--- src/rtl/conv_pkg.sv ---
// Shared types and helpers for the conv -> maxpool feature path.
// Latency: n/a (types, constants and a combinational helper only).
// Backpressure: n/a; the feature path is valid-only with no ready signal.
package conv_pkg;

  localparam int CHANNELS     = 6;
  localparam int DATA_W       = 8;
  localparam int FEATURE_ROWS = 24;
  localparam int FEATURE_COLS = 24;

  typedef logic signed [DATA_W-1:0] feature_t;
  typedef feature_t [0:CHANNELS-1]  feature_vec_t;

  // Signed max of one channel. Element selects of packed arrays lose their
  // signedness, so both operands are re-signed explicitly before comparing.
  function automatic feature_t max2(input feature_t a, input feature_t b);
    return ($signed(a) > $signed(b)) ? a : b;
  endfunction

endpackage

--- src/rtl/pool_line_buffer.sv ---
// Half-row store of horizontal pair maxima for the 2x2 pooling window.
// Latency: write lands on the clock edge; read is combinational.
// Backpressure: none; a write is accepted every cycle wr_en is high.
module pool_line_buffer
  import conv_pkg::*;
#(
  parameter int DEPTH = FEATURE_COLS / 2,
  parameter int AW    = (DEPTH > 1) ? $clog2(DEPTH) : 1
) (
  input  logic          clk,
  input  logic          wr_en,
  input  logic [AW-1:0] addr,
  input  feature_vec_t  wr_dat,
  output feature_vec_t  rd_dat
);

  // No reset: every entry is rewritten on an even row before an odd row reads it.
  feature_vec_t mem [DEPTH];

  // Single-port write at the shared address.
  always_ff @(posedge clk) begin
    if (wr_en) begin
      mem[addr] <= wr_dat;
    end
  end

  assign rd_dat = mem[addr];

endmodule

--- src/rtl/maxpool_2x2.sv ---
// Streaming 2x2 stride-2 signed max-pool over a raster-order multi-channel frame.
// Latency: 1 cycle from the fourth beat of a window to o_feature_valid.
// Backpressure: none; every valid input beat is consumed, output is valid-only.
module maxpool_2x2
  import conv_pkg::*;
#(
  // CHANNELS and DATA_W must agree with conv_pkg: the line buffer and the
  // hold register are stored as conv_pkg::feature_vec_t.
  parameter int IN_ROWS  = FEATURE_ROWS,
  parameter int IN_COLS  = FEATURE_COLS,
  parameter int CHANNELS = conv_pkg::CHANNELS,
  parameter int DATA_W   = conv_pkg::DATA_W
) (
  input  logic                     i_clk,
  input  logic                     i_rst,
  input  logic                     i_feature_valid,
  input  logic signed [DATA_W-1:0] i_features [0:CHANNELS-1],
  output logic                     o_feature_valid,
  output logic signed [DATA_W-1:0] o_features [0:CHANNELS-1],
  output logic                     o_frame_done
);

  localparam int ROW_W    = (IN_ROWS > 1) ? $clog2(IN_ROWS) : 1;
  localparam int COL_W    = (IN_COLS > 1) ? $clog2(IN_COLS) : 1;
  localparam int LB_DEPTH = IN_COLS / 2;
  localparam int LB_AW    = (LB_DEPTH > 1) ? $clog2(LB_DEPTH) : 1;

  logic [ROW_W-1:0] row_ctr;
  logic [COL_W-1:0] col_ctr;
  logic             last_row;
  logic             last_col;
  logic             lb_wr_en;
  logic [LB_AW-1:0] lb_addr;
  feature_vec_t     hold;
  feature_vec_t     lb_wr_dat;
  feature_vec_t     lb_rd_dat;
  feature_vec_t     pooled;

  assign last_row = (row_ctr == ROW_W'(IN_ROWS - 1));
  assign last_col = (col_ctr == COL_W'(IN_COLS - 1));

  // Column pairs share one entry; the even row writes it, the odd row reads it.
  assign lb_addr  = LB_AW'(col_ctr >> 1);
  // Reset outranks a coincident beat, so that beat must not touch the buffer.
  assign lb_wr_en = i_feature_valid && !i_rst && col_ctr[0] && !row_ctr[0];

  pool_line_buffer #(
    .DEPTH (LB_DEPTH),
    .AW    (LB_AW)
  ) u_line_buffer (
    .clk    (i_clk),
    .wr_en  (lb_wr_en),
    .addr   (lb_addr),
    .wr_dat (lb_wr_dat),
    .rd_dat (lb_rd_dat)
  );

  // Horizontal pair max (buffered on even rows) and full window max (odd rows).
  always_comb begin
    lb_wr_dat = '0;
    pooled    = '0;
    for (int c = 0; c < CHANNELS; c++) begin
      lb_wr_dat[c] = max2(hold[c], i_features[c]);
      pooled[c]    = max2(lb_wr_dat[c], lb_rd_dat[c]);
    end
  end

  // Raster position tracking, hold latch and registered pooled output.
  always_ff @(posedge i_clk) begin
    if (i_rst) begin
      row_ctr         <= '0;
      col_ctr         <= '0;
      hold            <= '0;
      o_feature_valid <= 1'b0;
      o_frame_done    <= 1'b0;
      for (int c = 0; c < CHANNELS; c++) begin
        o_features[c] <= '0;
      end
    end else begin
      o_feature_valid <= 1'b0;
      o_frame_done    <= 1'b0;
      if (i_feature_valid) begin
        if (last_col) begin
          col_ctr <= '0;
          row_ctr <= last_row ? '0 : row_ctr + 1'b1;
        end else begin
          col_ctr <= col_ctr + 1'b1;
        end

        if (!col_ctr[0]) begin
          for (int c = 0; c < CHANNELS; c++) begin
            hold[c] <= i_features[c];
          end
        end else if (row_ctr[0]) begin
          for (int c = 0; c < CHANNELS; c++) begin
            o_features[c] <= pooled[c];
          end
          o_feature_valid <= 1'b1;
          o_frame_done    <= last_row && last_col;
        end
      end
    end
  end

endmodule
--- config.mk ---
export PLATFORM = sky130hd
export DESIGN_NAME = maxpool_2x2
export DESIGN_NICKNAME = d
export VERILOG_FILES = /design/src/rtl/conv_pkg.sv /design/src/rtl/pool_line_buffer.sv /design/src/rtl/maxpool_2x2.sv
export SDC_FILE = /design/constraint.sdc
export NUM_CORES = 1
export LEC_CHECK = 0
export BUFFER_PORTS_ARGS = -buffer_cell sky130_fd_sc_hd__clkbuf_2
export CAP_MARGIN = 20
export CELL_PAD_IN_SITES_DETAIL_PLACEMENT = 0
export CELL_PAD_IN_SITES_GLOBAL_PLACEMENT = 1
export CORE_AREA = 2 2 229 231
export DETAILED_ROUTE_END_ITERATION = 10
export DIE_AREA = 0 0 231 233
export GPL_TIMING_DRIVEN = 1
export PLACE_DENSITY = 0.83
export SYNTH_ARGS = -nofsm -noshare
export SYNTH_HDL_FRONTEND = slang
export SYNTH_SLANG_ARGS = --single-unit
--- constraint.sdc ---
create_clock -name i_clk -period 9.6 [get_ports i_clk]
set_input_delay 0.48 -clock i_clk [delete_from_list [all_inputs] [get_ports i_clk]]
set_output_delay 0.48 -clock i_clk [all_outputs]
set_load 0.1 [all_outputs]
==> results of run 1 <==
metrics by stage:
stage	setup WS, ns	hold slack, ns	area (sq um)	power (mW)
4_1_cts	4.61	0.0958	32500	6.51
3_3_place_gp	4.64	0.457	30300	3.89
5_1_grt	4.51	0.117	32500	6.68
3_5_place_dp	4.62	0.458	30300	3.91
6_report	4.94	0.125	32500	6.47
2_1_floorplan	4.66	0.449	29000	3.76
sequential cells by signal, indices dropped and copies added (netlist names), named ones only:
register           flops
o_features            48
o_feature_valid        1
hold                  48
o_frame_done           1
col_ctr                5
u_line_buffer.mem    576
row_ctr                5
power breakdown:
part           internal [mW]  total, mW  switching [mW]
combinational          0.187      0.510           0.322
clock                   1.53       2.61            1.09
sequential              3.32       3.34          0.0175
total                   5.04       6.47            1.43
per-layer routing:
layer  share of wire  track usage
met1            0.41        0.314
met2            0.51        0.416
met3           0.056       0.0332
met4           0.024       0.0786
met5               0            0
critical path, delay by kind of cell, from the launching register on:
family	cells	cell delay, ns
buf+inv	2	0.88
mux	3	1.05
compound gates	5	1.42
fa+ha+maj	1	0.28
flops	1	0.54
simple gates	1	0.31
logic make-up after synthesis:
kind of cell / Yosys count / share of synthesized area
buf+inv: 173 / 0.0251
xor+xnor: 2 / 0.000605
fa+ha+maj: 98 / 0.0423
mux: 241 / 0.147
flops: 688 / 0.675
simple gates: 331 / 0.0502
compound gates: 269 / 0.0603
area by class of cell:
type                    instances  share of cell area
well taps                     680              0.0261
clock buffers                  84              0.0565
inverters                      93              0.0107
multi-input cells             941               0.270
flip-flops and latches        688               0.601
clock inverters                38              0.0108
repair buffers                140              0.0248
final timing paths:
path                                     from                           to  slack (ns)  cells past startpoint
hold reg to reg   o_features[35]$_SDFFE_PP0P_  o_features[35]$_SDFFE_PP0P_        0.47                      2
hold / removal                  i_features[5]         hold[5]$_SDFFE_PP0P_        0.13                      3
setup reg to reg                    flip-flop   o_features[6]$_SDFFE_PP0P_        4.94                     12
setup / recovery                    flip-flop   o_features[6]$_SDFFE_PP0P_        4.94                     12
cell usage in the layout, fill, tap and decap left out, types with 10 or more instances in the layout:
master and n:
edfxtp_1 576, nand2_1 179, mux4_2 144, dfxtp_1 108, a21oi_1 106, clkbuf_2 100, ha_1 98, inv_1 92
mux2i_1 70, clkbuf_16 70, nor2_1 55, o21ai_0 52, buf_4 31, mux2_2 27, nand3_1 18, nand4_1 17
o221ai_1 16, clkinv_1 16, a221o_1 16, a22o_1 16, nor2b_1 12, a21o_1 12, clkinv_2 11, clkbuf_1 10
==> summary.md, run 1 <==
| Metric | Value |
|---|---|
| Hold-fix buffers, CTS | `0` |
| Global-route wire length before repair | `96200 um` |
| Final Critical Period | `4.66 ns` |
| Max-Cap Viols | `0` |
| Clk buf depth | `3` |
| Register area | `19600 sq um` |
| Hold crit path type | `input pin to flip-flop` |
| Ports | `101` |
| Final std cells w/o fill | `2664` |
| Die ar. | `53800 sq um` |
| YS warnings | `0` |
| Final Core Density | `0.637` |
| Post-Synthesis Cells | `1802` |
| Dominant synthesized flop cell | `edfxtp_1` |
| GPL Wtd Cong | `0.828` |
| Register area share after synthesis | `0.675` |
| Leading post-synthesis cells by cell area | `edfxtp_1 (60%), mux4_2 (11%), dfxtp_1 (7.7%)` |
| PortBufs | `100` |
| DP Cell Count | `around 2500` |
| Routed Antenna Nets | `0` |
| Setup violations, final | `0` |
| RSZ-0062 raised after global routing | `false` |
| CORE AREA | `between 50000 and 60000 sq um` |
| Synth top cells by count | `edfxtp_1 (576), nand2_1 (179), mux4_2 (144), dfxtp_1 (112), a21oi_1 (106)` |
| Cell area power density | `199 nW/um^2` |
| Pleak | `11.3 nW` |
| GRT overflow | `0` |
| Crit. End Element | `flip-flop` |
| CTS tree | `done` |
| Synth-to-layout area growth | `12.4%` |
| CP required | `~10 ns` |
| Layout cell share with drive strength beyond 1 | `0.222` |
| Asr flop ratio synth | `0` |
| Final Hold Vio Count | `0` |
| Nets@finish | `~2100` |
| CP max stage delay | `a little over 0.7 ns` |
| Via/cell ratio | `6.07` |
| Clock Skew | `0.0211 ns` |
| DP HPWL | `35300 um` |
| Setup_tns | `0 ns` |
| Row count | `83` |
| Routed len/inst | `23.8 um` |
| CP Max Fanout | `38` |
| TritonCTS Buffers | `70` |
| Initial antenna violation count | `0` |
| Slowest CP cell | `o41ai_2` |
| DRC | `0` |
| WS Path Type | `flip-flop to flip-flop` |
| DR vias | `16200` |
| Diodes inserted | `0` |
| CP Launch Type | `flip-flop` |
| EDFF count, synth | `576` |
| Max Freq | `215 MHz` |
| # resized after CTS | `0` |
| CTS H-Tree Depth | `3` |
| Seq cells post-synth | `approximately 690` |
| TritonRoute pass-1 iters | `5` |
| Multi-input logic area | `roughly 8800 sq um` |
| Syn_nets | `1951` |
| Slew @ Worst Pin | `0.979 ns` |
| CP Cell Sequence | `buf_16 > buf_4 > mux4_2 > mux2_2 > mux2i_1 > ha_1 > o21a_1 > o21ai_0 > a31oi_1 > o41ai_2 > nor2_1 > a21o_1` |
| Filler instances | `3632` |
| Count leader, synth | `edfxtp_1` |
| Clock Latency Late Sink | `just over 0.6 ns` |
| Root buffer selected by CTS | `clkbuf_16` |
| Tcrit/Tclk final | `0.485` |
| Max Slew Vio Count | `0` |
| Total GRT Usage | `0.239` |
| Largest net degree at the start of global routing | `63` |
| Slew headroom | `0.347` |
| CTS sink cnt | `688` |
| Synthesized area | `roughly 29000 sq um` |
| Peak supply drop | `around 0.14 mV` |
| Top-area cell type share of the netlist area | `0.597` |
| Post-synth cell types | `54` |
| Outcome | `finished clean` |
| Final WL | `63300 um` |
| Synth Area per Inst | `around 16 sq um` |
| Die Wd | `231 um` |
| Setup Buffers After CTS | `0` |
| Area leader, netlist | `edfxtp_1` |
| Vert. Die Dim | `~230 um` |
| Initial drt markers | `1219` |
| Clock-pin slew on the worst setup and hold paths | `0.06 ns` |
| Vias in the first global route | `16200` |
| Critical Path AT | `a little over 5 ns` |
| Initial Util | `0.567` |
No activity file was read; power rests on OpenSTA's default activity.
==> run 2, diff against run 1 <==
CORE_AREA = 2 2 237 239   (was 2 2 229 231)
DIE_AREA = 0 0 239 241   (was 0 0 231 233)
PLACE_DENSITY = 0.78   (was 0.83)
clock period = 4.4 ns   (was 9.6 ns; I/O delays follow)
==> run 2 against run 1 <==
  * Total power is 120% higher
  * Flip-flop and latch count stayed put
  * Combinational power is 140% higher
  * Utilization is 2.8 points lower
  * Sequential share of layout area is 1.6 points lower
  * Critical path depth is 1 higher
  * Via count is 1.6% higher
  * Register-to-register slack worse by 4.6 ns
  * Final area is 2.7% higher
  * Cell count is 4.2% higher
  * Worst setup slack worse by 4.6 ns
  * Count of clock-buffer cells in the layout is 12 higher
  * Critical endpoint is now o_features[30]$_SDFFE_PP0P_
  * Largest cell class unchanged
  * Highest routed layer is now met5
==> summary.md, run 2 (same netlist as run 1, synthesis figures left out) <==
| Metric | Value |
|---|---|
| DR vias | `16400 (+1.6%)` |
| Initial antenna violation count | `1 (+1)` |
| RSZ-0062 raised after global routing | `false` |
| Hold-fix buffers, CTS | `48 (+48)` |
| Initial Util | `0.528 (-0.0391)` |
| CTS tree | `done` |
| R2R depth | `13 (+1)` |
| Clock-pin slew on the worst setup and hold paths | `0.06 ns (about the same)` |
| Row count | `86 (+3.6%)` |
| Die Wd | `239 um (+3.5%)` |
| Largest register FFs | `576 (unchanged)` |
| Largest regs | `u_line_buffer.mem (576), hold (48), o_features (48)` |
| Clock Skew | `0.0136 ns (-0.00747 ns)` |
| GPL Wtd Cong | `0.834 (+0.81%)` |
| HP Start | `i_feature_valid` |
| Setup violations, final | `0 (unchanged)` |
| CP max stage delay | `0.59 ns (-0.13 ns)` |
| Vert. Die Dim | `241 um (+3.4%)` |
| Via/cell ratio | `5.93 (-2.4%)` |
| Most frequent cells in the layout | `edfxtp_1 (576), nand2_1 (179), mux4_2 (144)` |
| Filler instances | `4062 (+12%)` |
| Reg2Reg Capture Point | `o_features[30]$_SDFFE_PP0P_` |
| CTS sink cnt | `688 (unchanged)` |
| DRC | `0 (unchanged)` |
| Final Core Density | `0.609 (-0.0282)` |
| PortBufs | `100 (unchanged)` |
| GRT overflow | `0 (unchanged)` |
| Routed len/inst | `23.7 um (-0.25%)` |
| Tcrit/Tclk final | `0.916 (+0.431)` |
| WL met2 | `33000 um (+1.3%)` |
| Die ar. | `57600 sq um (+7.0%)` |
| CP Max Fanout | `18 (-53%)` |
| Final WL | `65800 um (+3.9%)` |
| Slew @ Worst Pin | `0.996 ns (+0.0170 ns)` |
| CP required | `4.95 ns (-5.13 ns)` |
| Ports | `101 (unchanged)` |
| Area after DPL | `30800 sq um (+1.5%)` |
| Total Power | `14.1 mW (+120%)` |
| Nets@finish | `2163 (+3.8%)` |
| Cell area power density | `423 nW/um^2 (+110%)` |
| Clk buf depth | `3 (unchanged)` |
| Fin area | `33400 sq um (+2.7%)` |
| Final Critical Period | `4.03 ns (-0.625 ns)` |
| TritonCTS Buffers | `71 (+1.4%)` |
| Synth-to-layout area growth | `15.4%` |
| DP HPWL | `38900 um (+9.9%)` |
| Hold crit path type | `input pin to flip-flop` |
| Routed Antenna Nets | `0 (unchanged)` |
| Top layer in use | `met5` |
| Layout cell share with drive strength beyond 1 | `0.229 (+0.00708)` |
| # resized after CTS | `0 (unchanged)` |
| CP Launch Type | `flip-flop` |
| CTS H-Tree Depth | `3 (unchanged)` |
| Vias in the first global route | `16700 (+2.9%)` |
| Commonest non-fill, non-tap cell in the layout | `edfxtp_1` |
| Slew headroom | `0.336 (-0.0113)` |
| Hold path depth | `3 (unchanged)` |
| Initial drt markers | `1328 (+8.9%)` |
| Largest Register | `u_line_buffer.mem` |
| Clock Latency Late Sink | `0.61 ns (about the same)` |
| Setup Buffers After CTS | `0 (unchanged)` |
| Slowest CP cell | `nor2b_1` |
| Total GRT Usage | `0.233 (-0.00656)` |
| Peak supply drop | `0.383 mV (+180%)` |
| Critical Path AT | `4.58 ns (-0.56 ns)` |
| CORE AREA | `54900 sq um (+7.4%)` |
| Global-route wire length before repair | `100000 um (+4.0%)` |
| Max-Cap Viols | `0 (unchanged)` |
| Reg2Reg Setup Slack | `0.37 ns (-4.58 ns)` |
| Max Freq | `248 MHz (+15%)` |
| Largest net degree at the start of global routing | `61 (-3.2%)` |
| R2r startpoint | `hold[29]$_SDFFE_PP0P_` |
| Root buffer selected by CTS | `clkbuf_16` |
| Outcome | `finished clean` |
| Diodes inserted | `0 (unchanged)` |
| CP Cell Sequence | `ha_1 > a21oi_1 > o21ai_0 > a311oi_1 > mux2_2 > o21ai_0 > ha_1 > nand4_1 > o22ai_1 > a31oi_1 > nand3_1 > nor2b_1 > a221o_1` |
| Max Slew Vio Count | `0 (unchanged)` |
| Setup_tns | `0 ns (unchanged)` |
| Pleak | `11.6 nW (+3.1%)` |
| TritonRoute pass-1 iters | `5 (unchanged)` |
| Final Hold Vio Count | `0 (unchanged)` |
| Met3 WL post-DR | `3320 um (-6.6%)` |
| Crit. End Element | `flip-flop` |
| WS Path Type | `flip-flop to flip-flop` |
| Wl on met1 | `27500 um (+7.0%)` |
-- run 2: changes by cell type in the layout (fill, tap and decap cells not counted), moves of 6 or more --
| cell | before | now |
|---|---|---|
| dlygate4sd3_1 | 0 | 48 |
| buf_4 | 31 | 61 |
| clkbuf_1 | 10 | 24 |
| buf_12 | 0 | 10 |
| clkinv_1 | 16 | 7 |
| buf_2 | 6 | 0 |
-- run 2: power by group --
group | internal, mW | switching, mW
logic | 0.474 | 0.728
clock network | 3.16 | 2.49
registers | 7.25 | 0.0419
total | 10.9 | 3.26
-- run 2: final cells by class --
| type | instances | area, sq um | area share |
|---|---|---|---|
| multi-input cells | 941 | 8820 | 0.264 |
| repair buffers | 219 | 1640 | 0.0491 |
| inverters | 93 | 349 | 0.0104 |
| clock inverters | 34 | 289 | 0.00865 |
| clock buffers | 96 | 1880 | 0.0563 |
| flip-flops and latches | 688 | 19600 | 0.585 |
| well taps | 704 | 881 | 0.0264 |
-- run 2: metrics by stage --
step	instances	worst slack [ns]	hold WS (ns)
2_1_floorplan	1802	0.400	0.356
3_3_place_gp	2597	0.383	0.446
3_5_place_dp	2597	0.334	0.461
4_1_cts	2775	0.374	0.101
5_1_grt	2775	0.0579	0.209
6_report	2775	0.369	0.135
-- run 2: metal layers --
layer	vias up	track usage
met2	481	0.398
met3	111	0.0329
met4	2	0.0807
met1	8376	0.309
met5	-	0
li1	7475	-
-- run 2: worst max path at each step --
stage                           from                          end  slack (ns)  depth (start not counted)
2_1_floorplan  hold[29]$_SDFFE_PP0P_  o_features[24]$_SDFFE_PP0P_        0.40                         15
3_3_place_gp          i_features[29]  o_features[24]$_SDFFE_PP0P_        0.38                         15
3_5_place_dp          i_features[29]  o_features[31]$_SDFFE_PP0P_        0.33                         15
4_1_cts        hold[29]$_SDFFE_PP0P_  o_features[30]$_SDFFE_PP0P_        0.37                         13
5_1_grt        hold[29]$_SDFFE_PP0P_  o_features[30]$_SDFFE_PP0P_        0.06                         13
6_report       hold[29]$_SDFFE_PP0P_  o_features[30]$_SDFFE_PP0P_        0.37                         13
-- run 2: worst max-delay path: cells and delay by family, from the launching register on --
kind                     cells  cell delay (ns)
flip-flops                   1             0.39
AO/OA/AOI/OAI                7             1.60
multiplexers                 1             0.50
adder cells (fa/ha/maj)      2             0.63
AND/OR/NAND/NOR              3             0.85
